**src/rtl/framebuffer_writer_if.sv**
```systemverilog
`default_nettype none
// ============================================================================
// framebuffer_writer_pkg / framebuffer_writer_if
// Shared colour type and the valid/ready memory-write port of the framebuffer writer.
// Revision: 1.0
// ============================================================================
package framebuffer_writer_pkg;
    typedef struct packed {
        logic signed [31:0] r;
        logic signed [31:0] g;
        logic signed [31:0] b;
        logic signed [31:0] a;
    } Vector4_t;
endpackage

interface framebuffer_writer_if #(
    parameter int unsigned ADDR_W = 32
);
    logic              o_mem_we;
    logic [ADDR_W-1:0] o_mem_addr;
    logic [31:0]       o_mem_data;
    logic              i_mem_ready;

    modport master (
        output o_mem_we,
        output o_mem_addr,
        output o_mem_data,
        input  i_mem_ready
    );

    modport slave (
        input  o_mem_we,
        input  o_mem_addr,
        input  o_mem_data,
        output i_mem_ready
    );
endinterface
`default_nettype wire

```
**src/rtl/framebuffer_writer.sv**
```systemverilog
`default_nettype none
// ============================================================================
// framebuffer_writer
// Clips rasteriser pixels, packs RGBA8888, queues them and owns the clear sequencer.
// Revision: 1.0
// ============================================================================
module framebuffer_writer
    import framebuffer_writer_pkg::*;
#(
    parameter int unsigned WIDTH      = 640,
    parameter int unsigned HEIGHT     = 480,
    parameter int unsigned BASE_ADDR  = 0,
    parameter int unsigned ADDR_W     = 32,
    parameter int unsigned FIFO_DEPTH = 8
) (
    input  wire logic               i_clk,
    input  wire logic               i_reset_n,
    input  wire logic               i_write,
    input  wire Vector4_t           i_colour,
    input  wire logic signed [31:0] i_x,
    input  wire logic signed [31:0] i_y,
    output logic                    o_ready,
    input  wire logic               i_clear,
    input  wire Vector4_t           i_clear_colour,
    framebuffer_writer_if.master    mem,
    output logic                    o_busy,
    output logic [15:0]             o_clipped,
    output logic [15:0]             o_dropped
);

    typedef enum logic [1:0] {
        IDLE  = 2'd0,
        FLUSH = 2'd1,
        CLEAR = 2'd2
    } state_t;

    localparam int unsigned        PTR_W       = $clog2(FIFO_DEPTH);
    localparam int unsigned        CNT_W       = PTR_W + 1;
    localparam logic [ADDR_W-1:0]  C_BASE      = ADDR_W'(BASE_ADDR);
    localparam logic [ADDR_W-1:0]  C_LAST      = ADDR_W'(BASE_ADDR + WIDTH * HEIGHT - 1);
    localparam logic signed [31:0] C_WIDTH_S   = 32'(WIDTH);
    localparam logic signed [31:0] C_HEIGHT_S  = 32'(HEIGHT);
    localparam logic [CNT_W:0]     C_READY_MAX = (CNT_W+1)'(FIFO_DEPTH - 2);

    function automatic logic [7:0] to_u8(input logic signed [31:0] c);
        if (c < 32'sd0)
            return 8'd0;
        else if (c >= 32'sh0001_0000)
            return 8'hFF;
        else
            return c[15:8];
    endfunction

    function automatic logic [31:0] pack_colour(input Vector4_t v);
        return {to_u8(v.r), to_u8(v.g), to_u8(v.b), to_u8(v.a)};
    endfunction

    state_t            state_q;
    logic [ADDR_W-1:0] clr_addr_q;
    logic [31:0]       clr_data_q;

    logic              stage_valid_q;
    logic [ADDR_W-1:0] stage_addr_q;
    logic [31:0]       stage_data_q;

    logic [ADDR_W-1:0] fifo_addr_q [FIFO_DEPTH];
    logic [31:0]       fifo_data_q [FIFO_DEPTH];
    logic [PTR_W-1:0]  wr_ptr_q;
    logic [PTR_W-1:0]  rd_ptr_q;
    logic [CNT_W-1:0]  fifo_count_q;
    logic [CNT_W-1:0]  fifo_count_d;

    logic [15:0]       clipped_q;
    logic [15:0]       clipped_d;
    logic [15:0]       dropped_q;
    logic [15:0]       dropped_d;

    logic              w_fifo_empty;
    logic              w_on_screen;
    logic              w_accept;
    logic              w_push;
    logic              w_pop;
    logic [ADDR_W-1:0] w_pix_addr;

    assign w_fifo_empty = (fifo_count_q == '0);
    assign w_on_screen  = (i_x >= 32'sd0) && (i_x < C_WIDTH_S) &&
                          (i_y >= 32'sd0) && (i_y < C_HEIGHT_S);
    assign w_pix_addr   = C_BASE + ADDR_W'(i_y) * ADDR_W'(WIDTH) + ADDR_W'(i_x);
    assign w_accept     = i_write && o_ready;
    assign w_push       = stage_valid_q;
    // The FIFO is always empty in CLEAR, so the head never competes with the sequencer.
    assign w_pop        = !w_fifo_empty && mem.i_mem_ready;
    assign fifo_count_d = fifo_count_q + CNT_W'(w_push) - CNT_W'(w_pop);

    assign o_ready   = (state_q == IDLE) &&
                       (({1'b0, fifo_count_q} + {{CNT_W{1'b0}}, stage_valid_q}) <= C_READY_MAX);
    assign o_busy    = stage_valid_q || !w_fifo_empty || (state_q != IDLE);
    assign o_clipped = clipped_q;
    assign o_dropped = dropped_q;

    always_comb begin
        clipped_d = clipped_q;
        dropped_d = dropped_q;
        if (w_accept && !w_on_screen && (clipped_q != 16'hFFFF))
            clipped_d = clipped_q + 16'd1;
        if (i_write && !o_ready && (dropped_q != 16'hFFFF))
            dropped_d = dropped_q + 16'd1;
    end

    always_comb begin
        mem.o_mem_we   = 1'b0;
        mem.o_mem_addr = '0;
        mem.o_mem_data = '0;
        if (state_q == CLEAR) begin
            mem.o_mem_we   = 1'b1;
            mem.o_mem_addr = clr_addr_q;
            mem.o_mem_data = clr_data_q;
        end else if (!w_fifo_empty) begin
            mem.o_mem_we   = 1'b1;
            mem.o_mem_addr = fifo_addr_q[rd_ptr_q];
            mem.o_mem_data = fifo_data_q[rd_ptr_q];
        end
    end

    always_ff @(posedge i_clk or negedge i_reset_n) begin
        if (!i_reset_n) begin
            stage_valid_q <= 1'b0;
            stage_addr_q  <= '0;
            stage_data_q  <= '0;
            wr_ptr_q      <= '0;
            rd_ptr_q      <= '0;
            fifo_count_q  <= '0;
            clipped_q     <= '0;
            dropped_q     <= '0;
        end else begin
            stage_valid_q <= w_accept && w_on_screen;
            if (w_accept && w_on_screen) begin
                stage_addr_q <= w_pix_addr;
                stage_data_q <= pack_colour(i_colour);
            end
            if (w_push)
                wr_ptr_q <= wr_ptr_q + PTR_W'(1);
            if (w_pop)
                rd_ptr_q <= rd_ptr_q + PTR_W'(1);
            fifo_count_q <= fifo_count_d;
            clipped_q    <= clipped_d;
            dropped_q    <= dropped_d;
        end
    end

    // Storage needs no reset: entries are only read while the count says they are valid.
    always_ff @(posedge i_clk) begin
        if (w_push) begin
            fifo_addr_q[wr_ptr_q] <= stage_addr_q;
            fifo_data_q[wr_ptr_q] <= stage_data_q;
        end
    end

    always_ff @(posedge i_clk or negedge i_reset_n) begin
        if (!i_reset_n) begin
            state_q    <= IDLE;
            clr_addr_q <= '0;
            clr_data_q <= '0;
        end else begin
            case (state_q)
                IDLE: begin
                    if (i_clear) begin
                        clr_data_q <= pack_colour(i_clear_colour);
                        state_q    <= FLUSH;
                    end
                end
                FLUSH: begin
                    if (!stage_valid_q && w_fifo_empty) begin
                        clr_addr_q <= C_BASE;
                        state_q    <= CLEAR;
                    end
                end
                CLEAR: begin
                    if (mem.i_mem_ready) begin
                        if (clr_addr_q == C_LAST)
                            state_q <= IDLE;
                        else
                            clr_addr_q <= clr_addr_q + ADDR_W'(1);
                    end
                end
                default: state_q <= IDLE;
            endcase
        end
    end

endmodule
`default_nettype wire

```
**src/flat_wrapper.sv**
```systemverilog
// flat-port wrapper written by rule: the top's interface ports become plain ports
module framebuffer_writer_flat import framebuffer_writer_pkg::*;
#(
    parameter int unsigned WIDTH      = 640,
    parameter int unsigned HEIGHT     = 480,
    parameter int unsigned BASE_ADDR  = 0,
    parameter int unsigned ADDR_W     = 32,
    parameter int unsigned FIFO_DEPTH = 8
)
  (i_clk, i_reset_n, i_write, i_colour, i_x, i_y, o_ready, i_clear, i_clear_colour, o_busy, o_clipped, o_dropped, mem_o_mem_we, mem_o_mem_addr, mem_o_mem_data, mem_i_mem_ready);
  framebuffer_writer_if #(.ADDR_W(ADDR_W)) mem_i ();
  input  wire logic i_clk;
  input  wire logic i_reset_n;
  input  wire logic i_write;
  input  wire Vector4_t i_colour;
  input  wire logic signed [31:0] i_x;
  input  wire logic signed [31:0] i_y;
  output logic o_ready;
  input  wire logic i_clear;
  input  wire Vector4_t i_clear_colour;
  output logic o_busy;
  output logic [15:0] o_clipped;
  output logic [15:0] o_dropped;
  output wire logic [$bits(mem_i.o_mem_we)-1:0] mem_o_mem_we;
  output wire logic [$bits(mem_i.o_mem_addr)-1:0] mem_o_mem_addr;
  output wire logic [$bits(mem_i.o_mem_data)-1:0] mem_o_mem_data;
  input wire logic [$bits(mem_i.i_mem_ready)-1:0] mem_i_mem_ready;
  assign mem_o_mem_we = mem_i.o_mem_we;
  assign mem_o_mem_addr = mem_i.o_mem_addr;
  assign mem_o_mem_data = mem_i.o_mem_data;
  assign mem_i.i_mem_ready = mem_i_mem_ready;
  framebuffer_writer #(.WIDTH(WIDTH), .HEIGHT(HEIGHT), .BASE_ADDR(BASE_ADDR), .ADDR_W(ADDR_W), .FIFO_DEPTH(FIFO_DEPTH)) u_core (.i_clk(i_clk), .i_reset_n(i_reset_n), .i_write(i_write), .i_colour(i_colour), .i_x(i_x), .i_y(i_y), .o_ready(o_ready), .i_clear(i_clear), .i_clear_colour(i_clear_colour), .mem(mem_i), .o_busy(o_busy), .o_clipped(o_clipped), .o_dropped(o_dropped));
endmodule
```
**config.mk**
```make
export PLATFORM = sky130hd
export DESIGN_NAME = framebuffer_writer_flat
export DESIGN_NICKNAME = d
export VERILOG_FILES = /design/src/rtl/framebuffer_writer_if.sv /design/src/rtl/framebuffer_writer.sv /design/src/flat_wrapper.sv
export SDC_FILE = /design/constraint.sdc
export NUM_CORES = 1
export LEC_CHECK = 0
export ABC_AREA = 1
export CORE_MARGIN = 3
export CORE_UTILIZATION = 60
export CTS_BUF_LIST = sky130_fd_sc_hd__clkbuf_8
export DETAILED_ROUTE_END_ITERATION = 7
export DONT_BUFFER_PORTS = 1
export HOLD_SLACK_MARGIN = 0.03
export PLACE_DENSITY = 0.76
export SYNTH_ARGS = -nofsm -noshare
export SYNTH_HDL_FRONTEND = slang
export SYNTH_SLANG_ARGS = --single-unit
```
**constraint.sdc**
```tcl
create_clock -name i_clk -period 6 [get_ports i_clk]
set_clock_uncertainty 0.1 [all_clocks]
set_input_delay 0.6 -clock i_clk [delete_from_list [all_inputs] [get_ports i_clk]]
set_output_delay 0.6 -clock i_clk [all_outputs]
set_load 0.01 [all_outputs]
```
==> results of run 1 <==
## final timing paths
path | from | endpoint | slack, ns | cells after the start
setup reg to reg | u_core.stage_valid_q | u_core.stage_data_q[6] | 2.82 | 12
max in group asynchronous | i_reset_n | u_core.rd_ptr_q[1] | 4.39 | 2
setup / recovery | u_core.rd_ptr_q[0] | mem_o_mem_addr[30] | 0.99 | 6
min in group asynchronous | i_reset_n | u_core.clr_data_q[30] | 0.49 | 2
hold reg to reg | u_core.clr_addr_q[9] | u_core.clr_addr_q[9] | 0.42 | 2
hold / removal | i_colour[111] | u_core.stage_data_q[31] | 0.09 | 2
## sequential cells by signal (all words and copies together) (netlist names)
register              cells
u_core.clr_data_q        32
u_core.fifo_addr_q      256
u_core.o_clipped         16
u_core.stage_addr_q      32
u_core.wr_ptr_q           3
u_core.clr_addr_q        32
u_core.state_q            2
u_core.fifo_data_q      256
u_core.rd_ptr_q           3
u_core.stage_valid_q      1
u_core.fifo_count_q       4
u_core.o_dropped         16
u_core.stage_data_q      32
## cell families (layout without fill, tap and decap cells)
family | after synthesis | count (layout) | share of synthesized area
AO/OA/AOI/OAI | 564 | 564 | 0.111
XOR/XNOR | 89 | 89 | 0.0243
adder cells (fa/ha/maj) | 84 | 84 | 0.0335
buffers and inverters | 318 | 484 | 0.0410
flip-flops | 685 | 685 | 0.615
multiplexers | 66 | 66 | 0.0206
other | 0 | 6 | 0
AND/OR/NAND/NOR | 1223 | 1223 | 0.155
## area by class of cell
class	count	area, sq um	share of cell area
diodes	6	15.0	0.000423
repair buffers	98	958	0.0270
flip-flops and latches	685	19700	0.556
clock inverters	87	509	0.0144
well taps	688	861	0.0243
multi-input cells	2026	11100	0.313
inverters	183	692	0.0195
clock buffers	116	1600	0.0450
## through the flow
step / hold WS, ns / instance area, sq um / utilization
3_5_place_dp: 0.213 / 32600 / 0.618
2_1_floorplan: 0.204 / 32100 / -
6_report: 0.0910 / 35500 / 0.672
4_1_cts: 0.0311 / 35400 / 0.672
5_1_grt: 0.101 / 35400 / 0.672
3_3_place_gp: 0.212 / 32600 / 0.618
## layer usage
layer  part of all wire  wire length [um]  vias to the layer above
li1                   -                 -                    10908
met1               0.40             33400                    11544
met2               0.49             40700                     1073
met3              0.078              6470                      159
met4              0.031              2610                        0
met5                  0                 0                        -
## cell usage after synthesis, types with 7 or more instances
library cell and n:
sky130_fd_sc_hd__xnor2_1 37, sky130_fd_sc_hd__ha_1 81, sky130_fd_sc_hd__a31oi_1 8, sky130_fd_sc_hd__dfrtp_1 173, sky130_fd_sc_hd__clkbuf_1 85, sky130_fd_sc_hd__o211ai_1 63
sky130_fd_sc_hd__xor2_1 52, sky130_fd_sc_hd__buf_6 8, sky130_fd_sc_hd__buf_1 8, sky130_fd_sc_hd__o32ai_1 63, sky130_fd_sc_hd__edfxtp_1 512, sky130_fd_sc_hd__buf_2 27
sky130_fd_sc_hd__o21bai_1 7, sky130_fd_sc_hd__nand2_1 529, sky130_fd_sc_hd__nand3_1 75, sky130_fd_sc_hd__nor2_1 500, sky130_fd_sc_hd__o22ai_1 32, sky130_fd_sc_hd__nor4_1 26
sky130_fd_sc_hd__o21ai_1 53, sky130_fd_sc_hd__mux2i_1 65, sky130_fd_sc_hd__a21oi_1 44, sky130_fd_sc_hd__nor3_1 39, sky130_fd_sc_hd__o221ai_1 65, sky130_fd_sc_hd__nand4_1 28
sky130_fd_sc_hd__inv_1 178, sky130_fd_sc_hd__o21ai_0 219
## power by group through the flow
stage | Clock [mW] | Sequential (mW) | Combinational, mW
after floorplan | 0 | 5.41 | 3.42
after global placement | 0 | 5.70 | 4.18
after detailed placement | 0 | 5.71 | 4.32
after CTS | 3.87 | 5.61 | 4.41
after global routing | 4.10 | 5.66 | 4.87
final | 3.81 | 5.63 | 4.42
## worst reg2reg max path: stages (launching register included)
cell and delay, ns:
sky130_fd_sc_hd__dfrtp_1 0.47, sky130_fd_sc_hd__ha_1 0.25, sky130_fd_sc_hd__ha_1 0.28, sky130_fd_sc_hd__o21a_1 0.10
sky130_fd_sc_hd__nand3_1 0.06, sky130_fd_sc_hd__nand3_1 0.13, sky130_fd_sc_hd__inv_1 0.12, sky130_fd_sc_hd__nand2_2 0.21
sky130_fd_sc_hd__nor2_8 0.14, sky130_fd_sc_hd__inv_2 0.09, sky130_fd_sc_hd__buf_4 0.68, sky130_fd_sc_hd__nand2_1 0.32
sky130_fd_sc_hd__o21ai_1 0.16
## timing repair
action	CTS	global route
setup buffers	0	0
endpoints found under the hold margin	243	0
hold buffers	72	0
resized for setup	0	0
==> run metrics, run 1 <==
clock sink count=685; # setup viols final=0; Setup TNS Final=0 ns; detailed-route via count=23684; clock-pin slew on the worst setup and hold paths=0.06 ns; Worst setup EP type=output pin; Rel. slew slack=0.227; number of buffers created by CTS=107; routability congestion estimate=0.958; residual antenna-violating net count after detailed routing=0; effective utilization at floorplan=0.608; maximum resistive drop on vdd=308 uV; async set-reset flop share out of synthesis=0.253; share of power burned in combinational logic=0.319; Critical Path, Cell by Cell=clkinv_4 -> buf_4 -> nor2_1 -> o32ai_1 -> o211ai_1 -> o21ai_0; initial drt markers=2364; portion of total power attributed to sequential cells=0.406; average wire per cell in the routed design=21.4 um; final WL=83.1 mm; maximum buffer depth of the clock tree=3; Worst Max-Slew Pin Slew=1.15 ns; number of iterations in the first detailed-routing pass=6; data required time at the worst endpoint=5.30 ns; final cell count without fillers=3889; type of the tightest min-delay check=in -> reg; met1 demand-to-capacity share in global routing=0.384; leakage=15.0 nW; count of buffers inserted at the top-level ports=0; number of enable-type register cells in the synthesized netlist=512; Die ar.=56200 sq um; dominant register cell in the synthesized netlist=sky130_fd_sc_hd__edfxtp_1; estimated wirelength of the detail-placed design=51.5 mm; Setup CP Type=reg -> out; arrival time of data at the critical path endpoint=4.31 ns; CTS H-tree depth=3; setup repair after global routing missed its margin=false; status=finished, final reports clean; number of unique standard cell types used by synthesis=49; number of cells produced by synthesis=3029; synthesis-stage register bit count=685; grt peak-use layer=met2; sum of buffers and inverters on the critical path=2; internal portion of total power=8.65 mW; biggest area contributors in the synthesized netlist=sky130_fd_sc_hd__edfxtp_1, sky130_fd_sc_hd__dfrtp_1, sky130_fd_sc_hd__nand2_1; commonest non-fill, non-tap cells in the layout=sky130_fd_sc_hd__nand2_1, sky130_fd_sc_hd__edfxtp_1, sky130_fd_sc_hd__nor2_1, sky130_fd_sc_hd__inv_1, sky130_fd_sc_hd__o21ai_0; post-route setup slack=0.990 ns; clk_lat worst skew=0.70 ns; largest incremental delay on the critical path=1.03 ns; Worst setup SP type=register; final-stage net count=3510; count of max-cap constraint violations=0; DR vias/cell=6.09; number of global-route vias before repair=23274; GRT met3 Usage=0.0578; Power Density=391 nW/um^2; area inside the core boundary=52800 sq um; total of warnings raised by yosys=0; clock tree from TritonCTS=yes; maximum fanout encountered on the critical timing path=90; number of placed cells counting well taps=3608; width of the die=237 um; met2 track demand over resource in global routing=0.487; top cell type by total area after synthesis=sky130_fd_sc_hd__edfxtp_1; most common cell after layout, fill and taps aside=sky130_fd_sc_hd__nand2_1; upper clock frequency limit=200 MHz; fraction of the yosys area taken by sequential cells=0.615; Area Growth Syn to Fin=10.6%; Worst path slowest cell=sky130_fd_sc_hd__dfrtp_4; number of antenna violations at the first check in global routing=6; maximum number of pins on one net before global-route repair=178; top-area cell type share of the netlist area=0.480; drt drc=0; relative contribution of the clock network to total power=0.275; GRT Residual Overflow=0; nets in the synthesized netlist=3438; GRT Util Overall=0.292; post-synthesis average cell area=10.6 sq um; cell row count=84; Switching Fraction=0.376; worst slack at placement=1.70 ns; root buffer cell=sky130_fd_sc_hd__clkbuf_8; shortest clock period the worst path allows after layout=5.01 ns; # IOs=424; sw power=5.21 mW; hold violation count in the final report=0; period utilization=0.835; fraction of layout instances using a drive strength above 1=0.0645; vertical extent of the die=237 um; fill cell count=3937; area of the mapped netlist=32100 sq um; crit-path leading delay family=buffers and inverters; overall power of the completed layout=13.9 mW; global-route wire length before repair=128 mm; total count of max-transition violations in the final report=0
Note: power is estimated with default switching activity, not from simulation.
==> run 2: changes to the inputs <==
==> constraint.sdc (replaced) <==
create_clock -name i_clk -period 4.8 [get_ports i_clk]
set_clock_uncertainty 0.1 [all_clocks]
set_input_delay 0.48 -clock i_clk [delete_from_list [all_inputs] [get_ports i_clk]]
set_output_delay 0.48 -clock i_clk [all_outputs]
set_load 0.01 [all_outputs]
==> run metrics, run 2 (synthesis gave the netlist of run 1 again) <==
status=finished, final reports clean; root buffer cell=sky130_fd_sc_hd__clkbuf_8; maximum number of pins on one net before global-route repair=174; Area Growth Syn to Fin=13.5%; grt peak-use layer=met2; number of global-route vias before repair=23631; GRT met3 Usage=0.0613; Die ar.=56200 sq um; Rel. slew slack=0.166; Worst Max-Slew Pin Slew=1.25 ns; residual antenna-violating net count after detailed routing=0; met1 demand-to-capacity share in global routing=0.399; Setup TNS Final=0 ns; maximum buffer depth of the clock tree=3; hold violation count in the final report=0; count of max-cap constraint violations=0; fraction of layout instances using a drive strength above 1=0.0620; fill cell count=3728; GRT Residual Overflow=0; number of cells on the worst reg-to-reg path=13; detailed-route via count=23956; met2 track demand over resource in global routing=0.495; worst slack at placement=0.815 ns; R2R Path End=u_core.stage_data_q[28]; drt drc=0; estimated wirelength of the detail-placed design=52.2 mm; upper clock frequency limit=240 MHz; # IOs=424; Worst setup EP type=output pin; Worst path slowest cell=sky130_fd_sc_hd__dfrtp_4; average wire per cell in the routed design=21.4 um; critical path endpoint=mem_o_mem_addr[31]; R2R Setup Slk=0.95 ns; area inside the core boundary=52800 sq um; leakage=15.5 nW; arrival time of data at the critical path endpoint=3.58 ns; vertical extent of the die=237 um; final-stage net count=3610; clock-pin slew on the worst setup and hold paths=0.06 ns; setup repair after global routing missed its margin=false; number of buffers created by CTS=107; DR vias/cell=6.01; shortest clock period the worst path allows after layout=4.16 ns; data required time at the worst endpoint=4.22 ns; Setup CP Type=reg -> out; effective utilization at floorplan=0.608; final cell count without fillers=3985; routability congestion estimate=0.936; largest incremental delay on the critical path=0.96 ns; Critical Path, Cell by Cell=buf_4 -> mux2i_1 -> o221ai_1 -> o211ai_1 -> o21ai_0; period utilization=0.867; placed standard-cell area=32700 sq um; # setup viols final=0; initial drt markers=2228; number of antenna violations at the first check in global routing=5; most common cell after layout, fill and taps aside=sky130_fd_sc_hd__nand2_1; number of setup buffers added after CTS=0; type of the tightest min-delay check=in -> reg; Worst setup SP type=register; count of buffers inserted at the top-level ports=0; maximum resistive drop on vdd=359 uV; CTS H-tree depth=3; largest registers in the final layout=u_core.fifo_addr_q x256, u_core.fifo_data_q x256; CP startpoint=u_core.rd_ptr_q[0]; number of iterations in the first detailed-routing pass=6; global-route wire length before repair=132 mm; GRT Util Overall=0.301; clock sink count=685; total count of max-transition violations in the final report=0; clock tree from TritonCTS=yes; maximum fanout encountered on the critical timing path=70; final WL=85.4 mm; commonest non-fill, non-tap cells in the layout=sky130_fd_sc_hd__nand2_1, sky130_fd_sc_hd__edfxtp_1, sky130_fd_sc_hd__nor2_1, sky130_fd_sc_hd__inv_1, sky130_fd_sc_hd__o21ai_0; number of placed cells counting well taps=3619; clk_lat worst skew=0.71 ns; cell row count=84; worst reg2reg path startpoint=u_core.stage_valid_q; width of the die=237 um; Power Density=480 nW/um^2; post-route setup slack=0.638 ns; total non-filler cell area in the finished layout=36400 sq um
run 2: cell types whose count changed in the layout (fill, tap and decap cells not counted), sizes merged:
cell,previous run,this run
clkbuf,116,121
buf,27,38
dlygate4sd3,71,160
bufinv,5,1
clkinv,37,13
diode,6,8
inv,227,242
clkinvlp,1,3
run 2: power breakdown:
part / leakage [nW] / total (mW) / switching (mW) / internal, mW
Sequential: 8.29 / 7.03 / 0.514 / 6.52
Clock: 1.24 / 4.57 / 2.22 / 2.35
Combinational: 5.97 / 5.89 / 3.88 / 2.00
run 2: worst max-delay path: cells and delay by family, from the launching register on:
kind / cells / cell delay [ns]
flip-flops: 1 / 0.96
AO/OA/AOI/OAI: 3 / 0.79
buffers and inverters: 1 / 0.78
multiplexers: 1 / 0.26
run 2: what timing repair did:
action / 4_1_cts / 5_1_grt
endpoints found under the hold margin: 247 / 0
resized for setup: 0 / 0
hold buffers: 161 / 0
run 2: how the worst min path moves through the flow:
stage	startpoint	to	slack (ns)	depth (start not counted)
CTS	i_clear_colour[63]	u_core.clr_data_q[10]	0.03	2
global route	i_clear_colour[63]	u_core.clr_data_q[10]	0.06	2
floorplan	i_reset_n	u_core.clr_addr_q[0]	0.08	0
global placement	i_reset_n	u_core.clr_data_q[30]	0.09	0
detailed placement	i_reset_n	u_core.clr_data_q[30]	0.09	0
finish	i_clear_colour[63]	u_core.clr_data_q[10]	0.07	2
run 2: layer usage:
metal  share of wire  routed length [um]  vias to the layer above
met3           0.077                6580                      176
met5         0.00014                  12                        -
met2            0.49               41500                     1109
met4           0.029                2500                        2
li1                -                   -                    11095
met1            0.41               34800                    11574
run 2: area by class of cell:
type | instances | area (sq um) | area share
diodes | 8 | 20.0 | 0.000550
inverters | 183 | 692 | 0.0190
well taps | 688 | 861 | 0.0236
multi-input cells | 2026 | 11100 | 0.305
clock buffers | 121 | 1670 | 0.0458
flip-flops and latches | 685 | 19700 | 0.542
repair buffers | 198 | 1990 | 0.0548
clock inverters | 76 | 345 | 0.00949
run 2: stage by stage:
| step | power, mW | hold WS, ns | util |
|---|---|---|---|
| 3_5_place_dp | 12.6 | 0.0925 | 0.621 |
| 4_1_cts | 17.4 | 0.0316 | 0.690 |
| 3_3_place_gp | 12.4 | 0.0928 | 0.621 |
| 6_report | 17.5 | 0.0735 | 0.690 |
| 2_1_floorplan | 11.0 | 0.0844 | - |
| 5_1_grt | 18.4 | 0.0585 | 0.690 |
